$ cat src/rtl/fifo_write_ctrl.sv
// fifo_write_ctrl: turns debounced button edges into FIFO write strobes.
// A single request writes the switch value once; a burst request writes the
// sequence 1..N, one entry per TICK_CYCLES interval. Requests or burst steps
// that meet a full FIFO are dropped and reported on overflow.
//
// Strobe interface: wr_en is a one-cycle write strobe and wr_data is valid in
// the same cycle. There is no back-pressure handshake; fifo_full is the only
// flow control and is checked in the cycle the write decision is made.
module fifo_write_ctrl #(
    parameter int WIDTH       = 4,
    parameter int TICK_CYCLES = 100000000,
    parameter int TIMER_W     = 27
) (
    input  logic             clk,
    input  logic             rst_edge,
    input  logic             wr_edge,
    input  logic             write_more_edge,
    input  logic [WIDTH-1:0] data_in,
    input  logic             fifo_full,
    output logic             wr_en,
    output logic [WIDTH-1:0] wr_data,
    output logic             busy,
    output logic             done,
    output logic             overflow
);

    typedef enum logic {
        IDLE  = 1'b0,
        BURST = 1'b1
    } state_t;

    localparam logic [TIMER_W-1:0] TICK_LAST = TIMER_W'(TICK_CYCLES - 1);

    state_t             state, state_n;
    logic [TIMER_W-1:0] timer, timer_n;
    logic [WIDTH-1:0]   count, count_n;
    logic [WIDTH-1:0]   iter, iter_n;
    logic [WIDTH-1:0]   iter_inc;
    logic               wr_en_n, done_n, overflow_n, busy_n;
    logic [WIDTH-1:0]   wr_data_n;

    assign iter_inc = iter + WIDTH'(1);

    // Register state, counters and every output; reset returns to an idle, quiet block.
    always_ff @(posedge clk or posedge rst_edge) begin
        if (rst_edge) begin
            state    <= IDLE;
            timer    <= '0;
            count    <= '0;
            iter     <= '0;
            wr_en    <= 1'b0;
            wr_data  <= '0;
            busy     <= 1'b0;
            done     <= 1'b0;
            overflow <= 1'b0;
        end else begin
            state    <= state_n;
            timer    <= timer_n;
            count    <= count_n;
            iter     <= iter_n;
            wr_en    <= wr_en_n;
            wr_data  <= wr_data_n;
            busy     <= busy_n;
            done     <= done_n;
            overflow <= overflow_n;
        end
    end

    // Next-state and next-output decisions; pulses default low, wr_data holds.
    always_comb begin
        state_n    = state;
        timer_n    = timer;
        count_n    = count;
        iter_n     = iter;
        wr_en_n    = 1'b0;
        wr_data_n  = wr_data;
        done_n     = 1'b0;
        overflow_n = 1'b0;
        // busy trails the state by one cycle, so it rises the cycle after entry
        busy_n     = (state == BURST);

        case (state)
            IDLE: begin
                if (write_more_edge) begin
                    // a burst request swallows a simultaneous single request
                    if (fifo_full) begin
                        overflow_n = 1'b1;
                    end else if (data_in != '0) begin
                        count_n = data_in;
                        iter_n  = '0;
                        timer_n = '0;
                        state_n = BURST;
                    end
                end else if (wr_edge) begin
                    if (fifo_full) begin
                        overflow_n = 1'b1;
                    end else begin
                        wr_en_n   = 1'b1;
                        wr_data_n = data_in;
                    end
                end
            end

            BURST: begin
                // wr_edge is deliberately ignored while a burst runs
                if (write_more_edge) begin
                    // restart outranks a tick landing in the same cycle
                    if (fifo_full) begin
                        overflow_n = 1'b1;
                        state_n    = IDLE;
                    end else if (data_in == '0) begin
                        state_n = IDLE;
                    end else begin
                        count_n = data_in;
                        iter_n  = '0;
                        timer_n = '0;
                    end
                end else if (timer == TICK_LAST) begin
                    timer_n = '0;
                    if (fifo_full) begin
                        overflow_n = 1'b1;
                        state_n    = IDLE;
                    end else begin
                        wr_en_n   = 1'b1;
                        wr_data_n = iter_inc;
                        iter_n    = iter_inc;
                        if (iter_inc == count) begin
                            done_n  = 1'b1;
                            state_n = IDLE;
                        end
                    end
                end else begin
                    timer_n = timer + TIMER_W'(1);
                end
            end

            default: state_n = IDLE;
        endcase
    end

endmodule

$ cat config.mk
export PLATFORM = sky130hd
export DESIGN_NAME = fifo_write_ctrl
export DESIGN_NICKNAME = d
export VERILOG_FILES = /design/src/rtl/fifo_write_ctrl.sv
export SDC_FILE = /design/constraint.sdc
export NUM_CORES = 1
export LEC_CHECK = 0
export BUFFER_PORTS_ARGS = -buffer_cell sky130_fd_sc_hd__buf_2
export CORE_MARGIN = 2
export CORE_UTILIZATION = 40
export CTS_CLUSTER_DIAMETER = 200
export CTS_CLUSTER_SIZE = 24
export DETAILED_ROUTE_END_ITERATION = 16
export MAX_ROUTING_LAYER = met4
export PLACE_DENSITY = 0.69
export SLEW_MARGIN = 25
export SYNTH_ARGS = -nofsm -noshare
export SYNTH_HDL_FRONTEND = slang
export SYNTH_SLANG_ARGS = --single-unit
$ cat constraint.sdc
create_clock -name clk -period 2 [get_ports clk]
set_input_delay 0.5 -clock clk [delete_from_list [all_inputs] [get_ports clk]]
set_output_delay 0.5 -clock clk [all_outputs]
set_load 0.01 [all_outputs]
; Yosys cells after proc, flatten, opt, wreduce, memory -nomap -nowiden
; Cells that the tools add are included.
[word_totals]
reg_bits = 44
inputBits = 9
output_inout_bits = 8
wordCells = 89
[op_classes]
addsub = 2
n_eq_ne = 15
muxes = 56
bitwise = 1
reduce_logical = 6
[ops]
columns = op, count
row1 = $mux W27, 7
row2 = $mux W4, 18
row3 = $pmux W27 S2, 1
row4 = $add A27 B1 Y27 const B, 1
row5 = $eq A27 B27 Y1 const B, 1
row6 = $mux W1, 24
row7 = $pmux W4 S2, 3
row8 = $ne A2 B2 Y1 const B, 9
row9 = $reduce_and A6 Y1, 3
row10 = $ne A3 B3 Y1 const B, 2
row11 = $pmux W1 S2, 3
row12 = $reduce_and A5 Y1, 1
row13 = $add A4 B1 Y4 const B, 1
row14 = $eq A4 B4 Y1, 1
row15 = $logic_not A4 Y1, 1
row16 = $reduce_bool A4 Y1, 1
row17 = $ne A3 B2 Y1 const B, 1
row18 = $ne A2 B1 Y1 const B, 1
row19 = $not A1 Y1, 1

; Longest topological paths before layout
; Gate-level depths: netlist of run 1.
[depth]
depth_word = 7
mapped_depth = 8
mapped_depth_nobuf = 6

; Least setup slack after synthesis of run 1
; No wires, ideal clock.
[synth_path]
path_kind = reg-to-reg
from = register timer[11]
to = register wr_data[0]
setup_time_ns = 0.125
arrival_time_ns = 1.900
required_ns = 1.875
slack_ns = -0.024
path_stages_with_launch = 6
path_buffers = 0
period_less_slack_ns = 2.024
cell_sequence = dfrtp_1 or4b_4 nor4_4 a31oi_2 nor3_4 mux2_2
[synth_via]
elab_chain_cells = 3
[synth_lines]
columns = element, line
row1 = start: declaration, 35  ; logic [TIMER_W-1:0] timer, timer_n;
row2 = start signal: assignment, 58  ; timer <= timer_n;
row3 = $eq A27 B27 Y1, 118  ; end else if (timer == TICK_LAST) begin
row4 = $ne A2 B1 Y1 (no source line), -
row5 = $reduce_and A6 Y1 (no source line), -
row6 = end signal: assignment, 62  ; wr_data <= wr_data_n;
row7 = end: declaration, 21  ; output logic [WIDTH-1:0] wr_data,
; No other way between the ends.
; A chain may end at the register's enable or synchronous reset.

; Worst setup path after layout of run 1
[layout_path]
from = register timer[19]
to = register wr_data[0]
; The elaborated chain is that of the path after synthesis.

==> metrics.md, run 1 <==
| Metric | Value |
|---|---|
| Ys Warns | `0` |
| Vias in the first global route | `about 2100` |
| Failing checks | `negative setup slack` |
| Critical Path RT | `2.19 ns` |
| Die Area | `6720 um2` |
| Achievable Freq | `485 MHz` |
| Distinct cell type count after synthesis | `49` |
| Largest net degree at the start of global routing | `30` |
| Commonest cells post-synth | `dfrtp_1 (44), nand2_1 (25), nand3_1 (19)` |
| Synth async-reset ratio | `100%` |
| Sequential cell area | `around 1100 um2` |
| Routability cong. | `0.872` |
| Worst-margin pin slew | `0.615 ns` |
| Reg power frac | `47.2%` |
| Grt ovf | `0` |
| Combinational share of power | `19.3%` |
| Mapped Area | `between 2000 and 2500 um2` |
| WS Path Type | `flip-flop to flip-flop` |
| Global-route wire length before repair | `9600 um` |
| Final Power | `approximately 0.0021 W` |
| Ports | `17` |
| Cell taking the most area after synthesis | `dfrtp_1` |
| Hold WS | `between 0.15 and 0.2 ns` |
| DRC violations left | `0` |
| Int Power | `0.00152 W` |
| Initial Utilization | `41.3%` |
| Post-synthesis compound-gate area fraction | `16.5%` |
| Adder-Cell Fraction of Synth Area | `1.03%` |
| CTS buffer count | `5` |
| Highest net fanout along the worst path | `5` |
| RSZ-0062 raised after global routing | `yes` |
| Max Transition Viols Final | `0` |
| Setup Slack @ Placement | `-0.0871 ns` |
| Simple-Gate Fraction of Synth Area | `25.5%` |
| Count leader, synth | `dfrtp_1` |
| R2R depth | `5` |
| Post-synthesis mux area share | `5.04%` |
| Inserted Diodes | `0` |
| Final Cycle Share | `103%` |
| Synthesis-to-layout area growth | `32.0%` |
| Critical path endpoint | `wr_data[0]$_DFFE_PP0P_` |
| Max Cap Violations | `0` |
| R2r startpoint | `timer[19]$_DFFE_PP0P_` |
| GR Util All Layers | `~19%` |
| P_sw | `roughly 0.00057 W` |
| Die H | `82.0 um` |
| Vias | `~2200` |
| Worst Setup End Kind | `flip-flop` |
| Net Sw Frac | `27.3%` |
| Maximum clock path buffer count | `2` |
| Cells after synthesis | `254` |
| Main combinational cell family by area after synthesis | `simple AND/OR/NAND/NOR gates` |
| Clock sinks | `44` |
| Worst min-delay path class | `input pin to async pin` |
| R2R setup slack | `-0.06 ns` |
| Pleak | `1.42 nW` |
| Rows | `28` |
| Final wirelength | `between 5000 and 6000 um` |
| Synth Flop Type | `dfrtp_1` |
| Layout cells sized above 1 | `36.6%` |
| Fillers | `527` |
| Status | `finished with violations` |
| Clock transition at path regs | `about 0.09 ns` |
| Clock root buffer | `clkbuf_8` |
| Core area | `5890 um2` |
| Post-route minimum period | `2.06 ns` |
| Post-layout net count | `330` |
| Syn_nets | `265` |
| Worst R2R End | `wr_data[0]$_DFFE_PP0P_` |
| XOR/XNOR Fraction of Synth Area | `2.52%` |
| CTS Hold Bufs | `0` |
| Cell Pwr Density | `~650 nW/um2` |
| Clk_lat worst skew | `0.30 ns` |
| Final worst slack | `-0.0635 ns` |
| Setup TNS | `-0.282 ns` |
| CTS tree | `done` |
| Setup Skew | `0.0128 ns` |
| DP HPWL | `4170 um` |
| Top cells by area, synth | `dfrtp_1 (45%), mux2_2 (4.6%), nand3_1 (3.9%), nand2_1 (3.9%), a21oi_1 (3.1%)` |
| Maximum vdd drop | `381 uV` |
| Via-to-Cell Ratio | `about 5.5` |
| Area of the multi-input gates | `~1300 um2` |
| Drt pass-1 iters | `4` |
| Post-synthesis sequential area ratio | `45.3%` |
| Crit. Startpoint | `timer[19]$_DFFE_PP0P_` |
| H-tree level count | `2` |
| DRT iter0 DRCs | `108` |
| Number of synthesized register bits | `44` |
| Per-cell routed wire length | `14.6 um` |
| Clock power share | `33.5%` |
| Count of final hold-check violations | `0` |
| Die X | `82.0 um` |
| Rel. slew slack | `between 50% and 60%` |
| Number of setup violations in the final report | `5` |
| Worst Path Arrival | `2.25 ns` |
| Initial antenna violation count | `0` |
| Port-buffer cells | `16` |
| Syn Area/Cell | `9.57 um2` |
| Post-synth EDFFs | `0` |
| CP Launch Type | `flip-flop` |
| Top-area cell type share of the netlist area | `between 40% and 50%` |
| Antenna Nets Post-Route | `0` |
worst max-delay path, cell delays in order (launching register included):
cell     delay, ns
dfrtp_1       0.39
or4b_4        0.56
nor4_4        0.22
a31oi_2       0.17
nor3_4        0.24
mux2_2        0.37
worst min-delay path by stage:
stage	start	end	slack, ns	cells past startpoint
CTS	rst_edge	count[0]$_DFFE_PP0P_	0.20	2
global placement	timer[26]$_DFFE_PP0P_	timer[26]$_DFFE_PP0P_	0.48	1
detailed placement	timer[26]$_DFFE_PP0P_	timer[26]$_DFFE_PP0P_	0.49	1
global route	rst_edge	count[0]$_DFFE_PP0P_	0.23	2
floorplan	busy_n$_DFF_PP0_	busy$_DFF_PP0_	0.37	0
finish	rst_edge	count[0]$_DFFE_PP0P_	0.18	2
layout by cell type, fill, tap and decap left out, types with 4 or more instances in the layout:
master / count
mux2_2: 9
o21bai_1: 5
buf_4: 48
nand2_1: 25
nor4_1: 4
and3_1: 4
nor2_1: 13
o21ai_0: 11
a21oi_1: 5
a31oi_1: 11
dfrtp_1: 44
buf_2: 16
xnor2_1: 4
nand4_1: 7
nand3_1: 19
clkbuf_8: 5
nor3_1: 10
a21oi_2: 9
nor2b_1: 4
inv_1: 8
repair_timing:
action,in CTS,in global routing
resized for setup,2,25
gates cloned,0,2
pin swaps,0,11
setup endpoints to repair,13,24
buffers inserted,1,1
metal layers:
| layer | global-route usage, % | part of all wire (%) | up-vias |
|---|---|---|---|
| met2 | 30.2 | 48 | 42 |
| met3 | 2.53 | 3.9 | 6 |
| met1 | 25.9 | 47 | 1044 |
| met4 | 6.17 | 1.3 | 0 |
| li1 | - | - | 1066 |
| met5 | - | 0 | - |
logic make-up (layout without fill, tap and decap cells):
| kind of cell | Yosys count | in the layout |
|---|---|---|
| flops | 44 | 44 |
| mux | 11 | 11 |
| simple gates | 106 | 106 |
| compound gates | 63 | 63 |
| xor+xnor | 7 | 7 |
| buf+inv | 21 | 87 |
| fa+ha+maj | 2 | 2 |
final cells by class:
class	instances	share of cell area (%)
multi-input cells	189	41.5
flip-flops and latches	44	34.3
repair buffers	70	16.7
well taps	75	2.93
clock buffers	5	2.15
clock inverters	3	1.44
inverters	9	1.05
sequential cells by signal, indices dropped and copies added, names as in the netlist:
signal / count
timer: 27
count: 4
iter: 4
wr_data: 4
busy: 1
busy_n: 1
done: 1
overflow: 1
wr_en: 1
power by group through the flow:
stage	clock network (W)	logic (W)	registers [W]
global placement	0	0.000360	0.00100
finish	0.000701	0.000403	0.000987
global route	0.000757	0.000448	0.000994
floorplan	0	0.000191	0.00102
detailed placement	0	0.000368	0.00101
CTS	0.000718	0.000372	0.000988
per-stage QoR:
stage / std cells / cell area, um2 / utilization, %
final: 395 / 3210 / 54.5
after floorplan: 254 / 2430 / -
after CTS: 392 / 3060 / 52.0
after global placement: 383 / 2930 / 49.8
after global routing: 395 / 3210 / 54.5
after detailed placement: 383 / 2930 / 49.8
(Power assumes the default switching activity.)
==> inputs of run 2 (changes only) <==
--- a/config.mk
+++ b/config.mk
@@ -7,12 +7,12 @@
 export LEC_CHECK = 0
 export BUFFER_PORTS_ARGS = -buffer_cell sky130_fd_sc_hd__buf_2
 export CORE_MARGIN = 2
-export CORE_UTILIZATION = 40
+export CORE_UTILIZATION = 45
 export CTS_CLUSTER_DIAMETER = 200
 export CTS_CLUSTER_SIZE = 24
 export DETAILED_ROUTE_END_ITERATION = 16
 export MAX_ROUTING_LAYER = met4
-export PLACE_DENSITY = 0.69
+export PLACE_DENSITY = 0.75
 export SLEW_MARGIN = 25
 export SYNTH_ARGS = -nofsm -noshare
 export SYNTH_HDL_FRONTEND = slang
==> run 2 against run 1 <==
  * The flow still finishes with violations (negative setup slack)
  * Global-route usage is 1.1 points higher
  * Sequential share of layout area hardly changed
  * Via count is 4.2% higher
  * Routed wire length is 8.1% higher
  * Clock power is 16% lower
  * Core utilization is 7.7 points higher
  * Flip-flop and latch count stayed put
  * Non-clock buffer count is 1 higher
==> metrics.md, run 2 (same netlist as run 1, synthesis figures left out) <==
| Metric | Value |
|---|---|
| Status | `finished with violations` |
| Failing checks | `negative setup slack` |
| Initial Utilization | `47.0% (+5.7 points)` |
| Max reg flops | `27 (unchanged)` |
| Cell area after placement | `2900 um2 (-1.2%)` |
| Rel. slew slack | `59.1% (+0.34 points)` |
| Die X | `77.5 um (-5.4%)` |
| Drt pass-1 iters | `4 (unchanged)` |
| Cells along the critical path | `or4b_4 -> nor4_4 -> a31oi_2 -> nor3_4 -> mux2_2` |
| Final worst slack | `-0.124 ns (-0.0609 ns)` |
| Design Area, Final | `3220 um2 (+0.23%)` |
| Global-route wire length before repair | `9520 um (-0.85%)` |
| Vias | `2249 (+4.2%)` |
| DRC violations left | `0 (unchanged)` |
| H-tree level count | `2 (unchanged)` |
| Ports | `17 (unchanged)` |
| Achievable Freq | `471 MHz (-2.9%)` |
| RSZ-0062 raised after global routing | `yes` |
| Number of setup violations in the final report | `15 (+10)` |
| Final wirelength | `6220 um (+8.1%)` |
| Inserted Diodes | `0 (unchanged)` |
| R2r startpoint | `timer[19]$_DFFE_PP0P_` |
| Routability cong. | `0.902 (+3.4%)` |
| Antenna Nets Post-Route | `0 (unchanged)` |
| Finished Layout Cells | `391 (-1.0%)` |
| Count of final hold-check violations | `0 (unchanged)` |
| R2R depth | `5 (unchanged)` |
| Critical Path RT | `2.19 ns (about the same)` |
| Maximum vdd drop | `430 uV (+13%)` |
| Commonest non-fill, non-tap cell in the layout | `buf_4` |
| Area of the multi-input gates | `1370 um2 (+3.1%)` |
| Setup Skew | `0.00730 ns (-0.00546 ns)` |
| Max Cap Violations | `0 (unchanged)` |
| GR Util All Layers | `20.4% (+1.1 points)` |
| Via-to-Cell Ratio | `5.75 (+5.3%)` |
| Worst Setup End Kind | `flip-flop` |
| Vias in the first global route | `2050 (-1.5%)` |
| CTS Hold Bufs | `0 (unchanged)` |
| Fillers | `421 (-20%)` |
| Post-route minimum period | `2.12 ns (+0.0609 ns)` |
| WS Path Type | `flip-flop to flip-flop` |
| Worst R2R End | `wr_data[1]$_DFFE_PP0P_` |
| Post-layout net count | `331 (+0.30%)` |
| Die H | `77.5 um (-5.4%)` |
| Port-buffer cells | `16 (unchanged)` |
| CP Launch Type | `flip-flop` |
| Most frequent cells in the layout | `buf_4 (46), dfrtp_1 (43), nand2_1 (24), nand3_1 (19), buf_2 (16)` |
| Slowest-stage cell, CP | `or4b_4` |
| CP max stage delay | `0.56 ns (about the same)` |
| R2R setup slack | `-0.12 ns (-0.06 ns)` |
| CTS buffer count | `5 (unchanged)` |
| Cell Pwr Density | `620 nW/um2 (-4.9%)` |
| Per-cell routed wire length | `15.9 um (+9.2%)` |
| Max Transition Viols Final | `0 (unchanged)` |
| Clock sinks | `44 (unchanged)` |
| Rows | `26 (-7.1%)` |
| Hold WS | `0.325 ns (+0.145 ns)` |
| Initial antenna violation count | `0 (unchanged)` |
| Critical path's top delay family | `simple AND/OR/NAND/NOR gates` |
| Sequential cell area | `1100 um2 (+0.11%)` |
| DP Cell Count | `376 (-1.8%)` |
| Core area | `5170 um2 (-12%)` |
| Clock transition at path regs | `0.08 ns (about the same)` |
| Buffers and inverters on the worst path | `0 (unchanged)` |
| DP HPWL | `4070 um (-2.4%)` |
| Die Area | `6010 um2 (-11%)` |
| DRT iter0 DRCs | `163 (+51%)` |
| Clk_lat worst skew | `0.30 ns (about the same)` |
| Layout cells sized above 1 | `37.7% (+1.1 points)` |
| Highest net fanout along the worst path | `5 (unchanged)` |
| Final Cycle Share | `106% (+3.0 points)` |
| Clock root buffer | `clkbuf_8` |
| Synthesis-to-layout area growth | `32.3%` |
| Worst-margin pin slew | `0.608 ns (-0.00688 ns)` |
| CTS tree | `done` |
| Pleak | `1.42 nW (-0.11%)` |
| Worst Path Arrival | `2.32 ns (+0.07 ns)` |
| Maximum clock path buffer count | `2 (unchanged)` |
| Final Power | `0.00199 W (-4.7%)` |
| Grt ovf | `0 (unchanged)` |
| Largest net degree at the start of global routing | `45 (+50%)` |
| Worst min-delay path class | `input pin to async pin` |
| Largest register by flop count | `timer` |
| Post-layout util | `62.2% (+7.7 points)` |
==> run 2: layout make-up <==
class                      instances  share of cell area [%]
timing repair buffer              71                    16.4
clock buffer                       7                    2.68
sequential                        44                    34.3
tap                               70                    2.72
multi-input combinational        189                    42.6
inverter                           9                    1.05
clock inverter                     1                   0.233
==> run 2: where the power goes <==
part | leakage, nW | switching [W] | internal, W | total (W)
Combinational | 0.788 | 0.000219 | 0.000197 | 0.000416
Clock | 0.0445 | 0.000307 | 0.000281 | 0.000588
Sequential | 0.589 | 0.0000373 | 0.000952 | 0.000989
==> run 2: worst max path at each step <==
stage / startpoint / to / slack, ns / depth (start not counted)
after CTS: timer[19]$_DFFE_PP0P_ / wr_data[1]$_DFFE_PP0P_ / -0.08 / 5
after global placement: timer[19]$_DFFE_PP0P_ / wr_data[0]$_DFFE_PP0P_ / -0.13 / 5
final: timer[19]$_DFFE_PP0P_ / wr_data[1]$_DFFE_PP0P_ / -0.12 / 5
after floorplan: timer[11]$_DFFE_PP0P_ / wr_data[0]$_DFFE_PP0P_ / -0.02 / 5
after detailed placement: timer[19]$_DFFE_PP0P_ / wr_data[1]$_DFFE_PP0P_ / -0.18 / 5
after global routing: timer[0]$_DFFE_PP0P_ / wr_data[3]$_DFFE_PP0P_ / -0.18 / 7
==> run 2: what timing repair did <==
item                       in CTS  in global routing
cloned                          0                  2
pin swaps                       0                 12
setup buffers                   3                  2
resized for setup               4                 40
setup endpoints to repair      17                 25
==> run 2: metal layers <==
| metal | global-route usage (%) | share of wire (%) | vias to the layer above | routed length (um) |
|---|---|---|---|---|
| met5 | - | 0 | - | 0 |
| met4 | 7.32 | 3.0 | 0 | 186 |
| met3 | 3.60 | 4.6 | 17 | 288 |
| met2 | 31.8 | 49 | 71 | 3040 |
| met1 | 26.9 | 43 | 1087 | 2710 |
| li1 | - | - | 1074 | - |
==> run 2: per-stage QoR <==
step | setup slack [ns] | TNS, ns
final | -0.124 | -0.760
after global routing | -0.178 | -1.89
after CTS | -0.0764 | -0.275
after detailed placement | -0.182 | -1.23
after global placement | -0.131 | -0.762
after floorplan | -0.0243 | -0.0970
==> run 2: tightest hold or removal path, cell delays in order <==
cell      delay, ns
buf_2          0.10
clkinv_1       0.03
buf_4          0.46
